`src/rtl/vga_pkg.sv`:
```
// Shared VGA timing constants and helpers for the raster generator.
// Defaults describe the standard 640x480@60 mode.
package vga_pkg;

  localparam int H_ACTIVE_DEF = 640;
  localparam int H_FP_DEF     = 16;
  localparam int H_SYNC_DEF   = 96;
  localparam int H_BP_DEF     = 48;

  localparam int V_ACTIVE_DEF = 480;
  localparam int V_FP_DEF     = 10;
  localparam int V_SYNC_DEF   = 2;
  localparam int V_BP_DEF     = 33;

  localparam logic POL_ACTIVE_LOW  = 1'b0;
  localparam logic POL_ACTIVE_HIGH = 1'b1;

  function automatic int axisTotal(int active, int fp, int sync, int bp);
    return active + fp + sync + bp;
  endfunction

  function automatic int syncStart(int active, int fp);
    return active + fp;
  endfunction

  function automatic int syncStop(int active, int fp, int sync);
    return active + fp + sync;
  endfunction

endpackage

```
`src/rtl/vga_timing_axis.sv`:
```
// One raster axis: wrapping position counter plus sync and active-area decode
// of the current (pre-increment) count.
module vga_timing_axis
  import vga_pkg::*;
#(
  parameter int   ACTIVE   = H_ACTIVE_DEF,
  parameter int   FP       = H_FP_DEF,
  parameter int   SYNC     = H_SYNC_DEF,
  parameter int   BP       = H_BP_DEF,
  parameter logic SYNC_POL = POL_ACTIVE_LOW,
  parameter int   W        = $clog2(axisTotal(ACTIVE, FP, SYNC, BP))
) (
  input  logic         iClock,
  input  logic         iReset,
  input  logic         iAdvance,
  output logic [W-1:0] oCount,
  output logic         oWrap,
  output logic         oSync,
  output logic         oActive
);

  localparam int TOTAL = axisTotal(ACTIVE, FP, SYNC, BP);
  localparam logic [W-1:0] LAST = W'(TOTAL - 1);
  // One extra bit so bounds equal to TOTAL stay representable
  localparam logic [W:0] SYNC_LO  = (W+1)'(syncStart(ACTIVE, FP));
  localparam logic [W:0] SYNC_HI  = (W+1)'(syncStop(ACTIVE, FP, SYNC));
  localparam logic [W:0] ACT_END  = (W+1)'(ACTIVE);

  logic [W:0] countWide;
  logic       syncOn;

  always_ff @(posedge iClock) begin
    if (iReset) begin
      oCount <= '0;
    end else if (iAdvance) begin
      oCount <= oWrap ? '0 : oCount + 1'b1;
    end
  end

  assign countWide = {1'b0, oCount};
  assign oWrap     = (oCount == LAST);
  assign syncOn    = (countWide >= SYNC_LO) && (countWide < SYNC_HI);
  assign oSync     = syncOn ? SYNC_POL : ~SYNC_POL;
  assign oActive   = (countWide < ACT_END);

endmodule

```
`src/rtl/vga_timing_gen.sv`:
```
// VGA raster timing generator: H/V axes, scaled display window addressing and
// registered sync/strobe outputs, advanced by the iPixelEn pixel tick.
module vga_timing_gen
  import vga_pkg::*;
#(
  parameter int   H_ACTIVE    = H_ACTIVE_DEF,
  parameter int   H_FP        = H_FP_DEF,
  parameter int   H_SYNC      = H_SYNC_DEF,
  parameter int   H_BP        = H_BP_DEF,
  parameter int   V_ACTIVE    = V_ACTIVE_DEF,
  parameter int   V_FP        = V_FP_DEF,
  parameter int   V_SYNC      = V_SYNC_DEF,
  parameter int   V_BP        = V_BP_DEF,
  parameter logic H_SYNC_POL  = POL_ACTIVE_LOW,
  parameter logic V_SYNC_POL  = POL_ACTIVE_LOW,
  parameter int   WIN_X0      = 0,
  parameter int   WIN_Y0      = 0,
  parameter int   WIN_W       = 120,
  parameter int   WIN_H       = 120,
  parameter int   SCALE_SHIFT = 0,
  parameter int   X_WIDTH     = 7,
  parameter int   Y_WIDTH     = 7
) (
  input  logic               iClock,
  input  logic               iReset,
  input  logic               iPixelEn,
  output logic [X_WIDTH-1:0] oVideoMemCol,
  output logic [Y_WIDTH-1:0] oVideoMemRow,
  output logic               oVGAHorizontalSync,
  output logic               oVGAVerticalSync,
  output logic               oDisplay,
  output logic               oActive,
  output logic               oLineStart,
  output logic               oFrameStart
);

  localparam int H_W = $clog2(axisTotal(H_ACTIVE, H_FP, H_SYNC, H_BP));
  localparam int V_W = $clog2(axisTotal(V_ACTIVE, V_FP, V_SYNC, V_BP));

  if ((WIN_X0 + WIN_W > H_ACTIVE) || (WIN_Y0 + WIN_H > V_ACTIVE)) begin : gWinRangeErr
    $error("vga_timing_gen: window exceeds active area");
  end
  if ((((WIN_W - 1) >> SCALE_SHIFT) >= (1 << X_WIDTH)) ||
      (((WIN_H - 1) >> SCALE_SHIFT) >= (1 << Y_WIDTH))) begin : gAddrWidthErr
    $error("vga_timing_gen: scaled window does not fit address width");
  end

  logic [H_W-1:0] hCount;
  logic [V_W-1:0] vCount;
  logic           hWrap, vWrapUnused;
  logic           hSync, vSync, hActive, vActive;
  logic [H_W:0]   hRel;
  logic [V_W:0]   vRel;
  logic           inWindow;

  vga_timing_axis #(
    .ACTIVE(H_ACTIVE), .FP(H_FP), .SYNC(H_SYNC), .BP(H_BP),
    .SYNC_POL(H_SYNC_POL), .W(H_W)
  ) uHAxis (
    .iClock(iClock), .iReset(iReset), .iAdvance(iPixelEn),
    .oCount(hCount), .oWrap(hWrap), .oSync(hSync), .oActive(hActive)
  );

  vga_timing_axis #(
    .ACTIVE(V_ACTIVE), .FP(V_FP), .SYNC(V_SYNC), .BP(V_BP),
    .SYNC_POL(V_SYNC_POL), .W(V_W)
  ) uVAxis (
    .iClock(iClock), .iReset(iReset), .iAdvance(iPixelEn & hWrap),
    .oCount(vCount), .oWrap(vWrapUnused), .oSync(vSync), .oActive(vActive)
  );

  // Below the origin the offset borrows into the top bit, so one unsigned
  // compare against the window size covers both edges.
  assign hRel     = {1'b0, hCount} - (H_W+1)'(WIN_X0);
  assign vRel     = {1'b0, vCount} - (V_W+1)'(WIN_Y0);
  assign inWindow = hActive && vActive &&
                    (hRel < (H_W+1)'(WIN_W)) && (vRel < (V_W+1)'(WIN_H));

  always_ff @(posedge iClock) begin
    if (iReset) begin
      oVideoMemCol       <= '0;
      oVideoMemRow       <= '0;
      oVGAHorizontalSync <= ~H_SYNC_POL;
      oVGAVerticalSync   <= ~V_SYNC_POL;
      oDisplay           <= 1'b0;
      oActive            <= 1'b0;
      oLineStart         <= 1'b0;
      oFrameStart        <= 1'b0;
    end else if (iPixelEn) begin
      oVideoMemCol       <= inWindow ? X_WIDTH'(hRel[H_W-1:0] >> SCALE_SHIFT) : '0;
      oVideoMemRow       <= inWindow ? Y_WIDTH'(vRel[V_W-1:0] >> SCALE_SHIFT) : '0;
      oVGAHorizontalSync <= hSync;
      oVGAVerticalSync   <= vSync;
      oDisplay           <= inWindow;
      oActive            <= hActive && vActive;
      oLineStart         <= (hCount == '0);
      oFrameStart        <= (hCount == '0) && (vCount == '0);
    end else begin
      oLineStart         <= 1'b0;
      oFrameStart        <= 1'b0;
    end
  end

endmodule

```
`config.mk`:
```
export PLATFORM = sky130hd
export DESIGN_NAME = vga_timing_gen
export DESIGN_NICKNAME = d
export VERILOG_FILES = /design/src/rtl/vga_pkg.sv /design/src/rtl/vga_timing_axis.sv /design/src/rtl/vga_timing_gen.sv
export SDC_FILE = /design/constraint.sdc
export NUM_CORES = 1
export LEC_CHECK = 0
export BUFFER_PORTS_ARGS = -buffer_cell sky130_fd_sc_hd__buf_2
export CAP_MARGIN = 10
export CORE_ASPECT_RATIO = 0.5
export CORE_MARGIN = 10
export CORE_UTILIZATION = 50
export CTS_CLUSTER_DIAMETER = 30
export DETAILED_ROUTE_END_ITERATION = 10
export PLACE_DENSITY = 0.72
export SLEW_MARGIN = 0
export SYNTH_ARGS = -nofsm -noshare
export SYNTH_HDL_FRONTEND = slang
export SYNTH_SLANG_ARGS = --single-unit
```
`constraint.sdc`:
```
create_clock -name iClock -period 1.68 [get_ports iClock]
set_input_delay 0.336 -clock iClock [delete_from_list [all_inputs] [get_ports iClock]]
set_output_delay 0.336 -clock iClock [all_outputs]
set_load 0.05 [all_outputs]
```
* Yosys cells after proc, flatten, opt, wreduce, memory -nomap -nowiden
Cells that the tools add are included.
Storage, ports and cells: input port bits 3, register bits after elaboration 40
Cells by class: muxes and demuxes 6, reduce and logical (&&, ||, !) cells 9, order comparisons 8, bitwise gates (word level) 2, $add $sub $neg 2, eq/ne operators 2
Operator list (count):
- $add A10 B1 Y10 const B | 2
- $eq A10 B10 Y1 const B | 2
- $logic_not A10 Y1 | 2
- $lt A10 B10 Y1 const B | 2
- $lt A10 B7 Y1 const B | 2
- $lt A10 B9 Y1 const B | 2
- $mux W10 | 2
- $mux W7 | 2
- $ge A10 B10 Y1 const B | 1
- $ge A10 B9 Y1 const B | 1
- $logic_and A1 B1 Y1 | 6
- $mux W1 | 2
- $reduce_or A2 Y1 | 1
- $and A1 B1 Y1 | 1
- $not A1 Y1 | 1

* Longest topological paths before layout
depth after elaboration 5, mapped depth 7, mapped depth without buffers 6

* Hierarchy
Synthesis repeated with hierarchy kept, for this count alone.
Unflattened totals: cells, all modules 185, area, all modules 1819.2 um^2
Modules (own cells, without submodules):
- vga_timing_gen | instances 1, sequential area each 400.4 um^2, area an instance 745.7 um^2, cells an instance 60
- vga_timing_axis at uHAxis | instances 1, sequential area each 200.2 um^2, area an instance 544.3 um^2, cells an instance 64
- vga_timing_axis at uVAxis | instances 1, sequential area each 200.2 um^2, area an instance 529.3 um^2, cells an instance 61

* Worst setup path after synthesis
Ideal clock, no wire load.
path type register to register, start reg uHAxis.oCount[0], end reg uVAxis.oCount[5], setup slack 0.097 ns, cell stages (with the launch flop) 7, data arrival time 1.513 ns, setup time 0.070 ns, period minus slack after synthesis 1.583 ns, required time 1.610 ns, cell sequence dfxtp_1 > ha_1 > and3_4 > nand4_2 > buf_2 > or3_1 > a21oi_1
Between the ends: cells in the longest elaborated chain, start to end 2
RTL lines:
- from (decl) | line vga_timing_axis.sv:16 | output logic [W-1:0] oCount,
- from (signal assigned) | line vga_timing_axis.sv:36 | oCount <= oWrap ? '0 : oCount + 1'b1;
- $eq A10 B10 Y1 | line vga_timing_axis.sv:41 | assign oWrap = (oCount == LAST);
- $and A1 B1 Y1 | line vga_timing_gen.sv:68 | .iClock(iClock), .iReset(iReset), .iAdvance(iPixelEn & hWrap),
- to (signal assigned) | line vga_timing_axis.sv:36
- to (decl) | line vga_timing_axis.sv:16
No other way between the ends. A chain may end at the register's enable or synchronous reset.

* Final worst setup path
start reg uHAxis.oCount[7], end reg uVAxis.oCount[9]
The elaborated chain is that of the path after synthesis.

==> results.py <==
metrics = {
    "critical_path": {
        "r2r_slack_ns": 0.06,
        "rr_worst_depth": 4,
        "cp-end-kind": "flip-flop",
        "crit_arrival_ns": 1.84,
        "critical_path_class": "reg -> reg",
        "worst_ep_required_time_ns": 1.91,
        "startpoint": "uHAxis.oCount[7]$_SDFFE_PP0P_",
        "start_kind": "flip-flop",
        "cp_max_fo": 8,
        "timing.rr.end": "uVAxis.oCount[9]$_SDFFE_PP0P_",
        "r2r_start": "uHAxis.oCount[7]$_SDFFE_PP0P_",
    },
    "routing": {
        "route.met3.wl_um": 170,
        "wl_met1_um": 1875,
        "drc_errors": 0,
        "route.vias.total": 1485,
        "met2WireLength_um": 1796,
        "ant_nets": 0,
        "vias_per_cell": 5.480,
        "wire_per_inst_um": 14.45,
        "first_pass_iters": 4,
        "wl_um": 3916,
        "top_layer": "met4",
        "drt_iter0_drc": 65,
    },
    "clock_network": {
        "worstSkewPairLatency_ns": 0.29,
        "htreeDepth": 2,
        "clkSinkCount": 40,
        "clock_path_buffers": 2,
        "root_buffer": "clkbuf_8",
        "cts_tree": "done",
        "clkTransAtPathRegs_ns": 0.08,
        "cts-buffers-inserted": 5,
        "cts_setup_buffers": 0,
        "cts-hold-fix-buffers": 0,
    },
    "yosys": {
        "synthArstFlopShare": 0,
        "synthTopCellsByCount": "dfxtp_1, nor2_1, a22o_1",
        "yosys_register_bits": 40,
        "synth_top_area_frac": 0.4568,
        "syn-cell-area_um2": 1753,
        "synth_edf_count": 0,
        "syn_avg_cell_area_um2": 9.631,
        "yosys.area.top_type": "dfxtp_1",
        "netlist-cell-type-count": 42,
        "synth_area_leaders": "dfxtp_1, a22o_1, nor2_1",
        "synth_warnings": 0,
        "synth_seq_area_share": 0.4568,
        "synthesis.nets": 189,
        "synthFlopType": "dfxtp_1",
        "synthCells": 182,
        "synth_most_common_cell": "dfxtp_1",
    },
    "min_path": {
        "min_to": "uHAxis.oCount[6]$_SDFFE_PP0P_",
        "hold-path-cell-count": 2,
        "min_from": "iReset",
        "hp-class": "in -> reg",
    },
    "final_layout": {
        "final_util": 0.6273,
        "finalNonFillerCells": 271,
        "syn2layout_area_growth_pct": 21.56,
        "final.fill_count": 299,
        "drive_above_1_share": 0.3227,
        "antenna-diode-count": 0,
        "finalNetCount": 226,
    },
    "timing": {
        "slew_violations": 0,
        "timing.final.crit_period_ns": 1.620,
        "worstMarginPinSlew_ns": 0.9335,
        "setup_viol": 0,
        "rsz0062_at_grt": "false",
        "fmax_mhz": 617.4,
        "fin_crit_sh": 0.9641,
        "fin_worst_hold_slack_ns": 0.2929,
        "relSlewSlack": 0.3754,
        "setup_ws_ns": 0.06037,
        "fin_worst_skew_ns": 0.006145,
        "hold_violations": 0,
        "fin_setup_tns_ns": 0,
    },
    "die": {
        "dieArea_um2": 6418,
        "die_x_um": 103.7,
        "rows": 15,
        "ios": 23,
        "die_height_um": 61.87,
        "core-area_um2": 3397,
        "initial_core_util": 0.5160,
    },
    "grt": {
        "grt-ovfl-total": 0,
        "grt_pass1_wl_um": 6389,
        "antenna_found_initial": 0,
        "grt_max_degree": 15,
        "grt_pass1_vias": 1361,
        "grt_use_total": 0.1227,
    },
    "pwr": {
        "p_per_area_nw_per_um2": 877.9,
        "vdd_drop_max_mv": 0.5421,
        "p_leak_nw": 0.8442,
    },
    "job": {
        "drv_cap": 0,
    },
    "placement": {
        "port_buffers": 22,
        "place.gp.congestion": 0.8646,
        "dp_cells": 263,
        "dp_slack_ns": 0.01855,
        "dpl.hpwl_um": 2796,
    },
    "outcome": {
        "status": "finished clean",
    },
}
## placed cells by master (no fill, tap or decap), drive strengths merged
master  synthesis  routed
a211o           1       1
a21oi           9       9
a22o           14      14
a32oi           1       1
and2            1       1
and3            5       5
and3b           1       1
and4            4       4
buf             8      40
bufinv          0       1
clkbuf          1       6
clkinv          0       1
dfxtp          40      40
ha              4       4
inv             8       8
mux2i           1       1
nand2           6       6
nand2b          2       2
nand3           6       6
nand4           8       8
nor2           20      20
nor3            5       5
nor4            2       2
nor4b           3       3
o21ai           6       6
o21bai          2       2
o31a            1       1
o31ai           2       2
or2             1       1
or3             5       5
or4             2       2
or4b            1       1
xnor2           6       6
xor2            5       5
## logic make-up after synthesis
| kind of cell | after synthesis | share of synthesized area |
|---|---|---|
| AOI/OAI and AO/OA | 36 | 0.1499 |
| adders and majority gates | 4 | 0.02855 |
| buffers and inverters | 18 | 0.06637 |
| muxes | 1 | 0.005710 |
| and+or+nand+nor | 72 | 0.2377 |
| xor gates and xnor gates | 11 | 0.05496 |
| DFF | 40 | 0.4568 |
## layer usage
metal / up-vias / track usage
met5: - / 0
met1: 706 / 0.1401
met4: 0 / 0.06483
met3: 10 / 0.03292
met2: 37 / 0.2151
li1: 732 / -
## layout make-up
class,instances,area [um2],share of cell area
tap,51,63.81,0.02995
timing repair buffer,40,249.0,0.1169
inverter,8,30.03,0.01409
clock inverter,2,35.03,0.01644
sequential,40,809.5,0.3799
multi-input combinational,124,870.8,0.4087
clock buffer,6,72.57,0.03406
## timing repair
item / CTS / global route
resized for setup: 1 / 16
pin swaps: 0 / 5
endpoints found under the setup margin: 1 / 20
## where the power goes
| group | internal (mW) | switching [mW] | total, mW |
|---|---|---|---|
| sequential | 0.964 | 0.00696 | 0.971 |
| combinational | 0.0445 | 0.0911 | 0.136 |
| clock | 0.441 | 0.323 | 0.764 |
## state kept, by name (all words and copies together), names as in the netlist
name / flops
oActive: 1
oDisplay: 1
oFrameStart: 1
oLineStart: 1
oVGAHorizontalSync: 1
oVGAVerticalSync: 1
oVideoMemCol: 7
oVideoMemRow: 7
uHAxis.oCount: 10
uVAxis.oCount: 10
## through the flow
step | area, um2 | power [mW]
floorplan | 1753 | 1.087
global placement | 1976 | 1.125
detailed placement | 1976 | 1.127
CTS | 2092 | 1.886
global route | 2131 | 1.931
finish | 2131 | 1.871
## worst max-delay path: stages (launching register included)
cell	delay, ns
dfxtp_1	0.41
and3b_2	0.31
nand4_4	0.14
or4_1	0.53
a21oi_1	0.16
## worst max path at each step
stage | end | slack [ns] | cells after the start
floorplan | uVAxis.oCount[5]$_SDFFE_PP0P_ | 0.1 | 6
global placement | uVAxis.oCount[6]$_SDFFE_PP0P_ | 0.04 | 5
detailed placement | uVAxis.oCount[9]$_SDFFE_PP0P_ | 0.02 | 5
CTS | uVAxis.oCount[6]$_SDFFE_PP0P_ | 0.01 | 5
global route | uVAxis.oCount[5]$_SDFFE_PP0P_ | 0.003 | 5
finish | uVAxis.oCount[9]$_SDFFE_PP0P_ | 0.06 | 4
(Power assumes the default switching activity.)
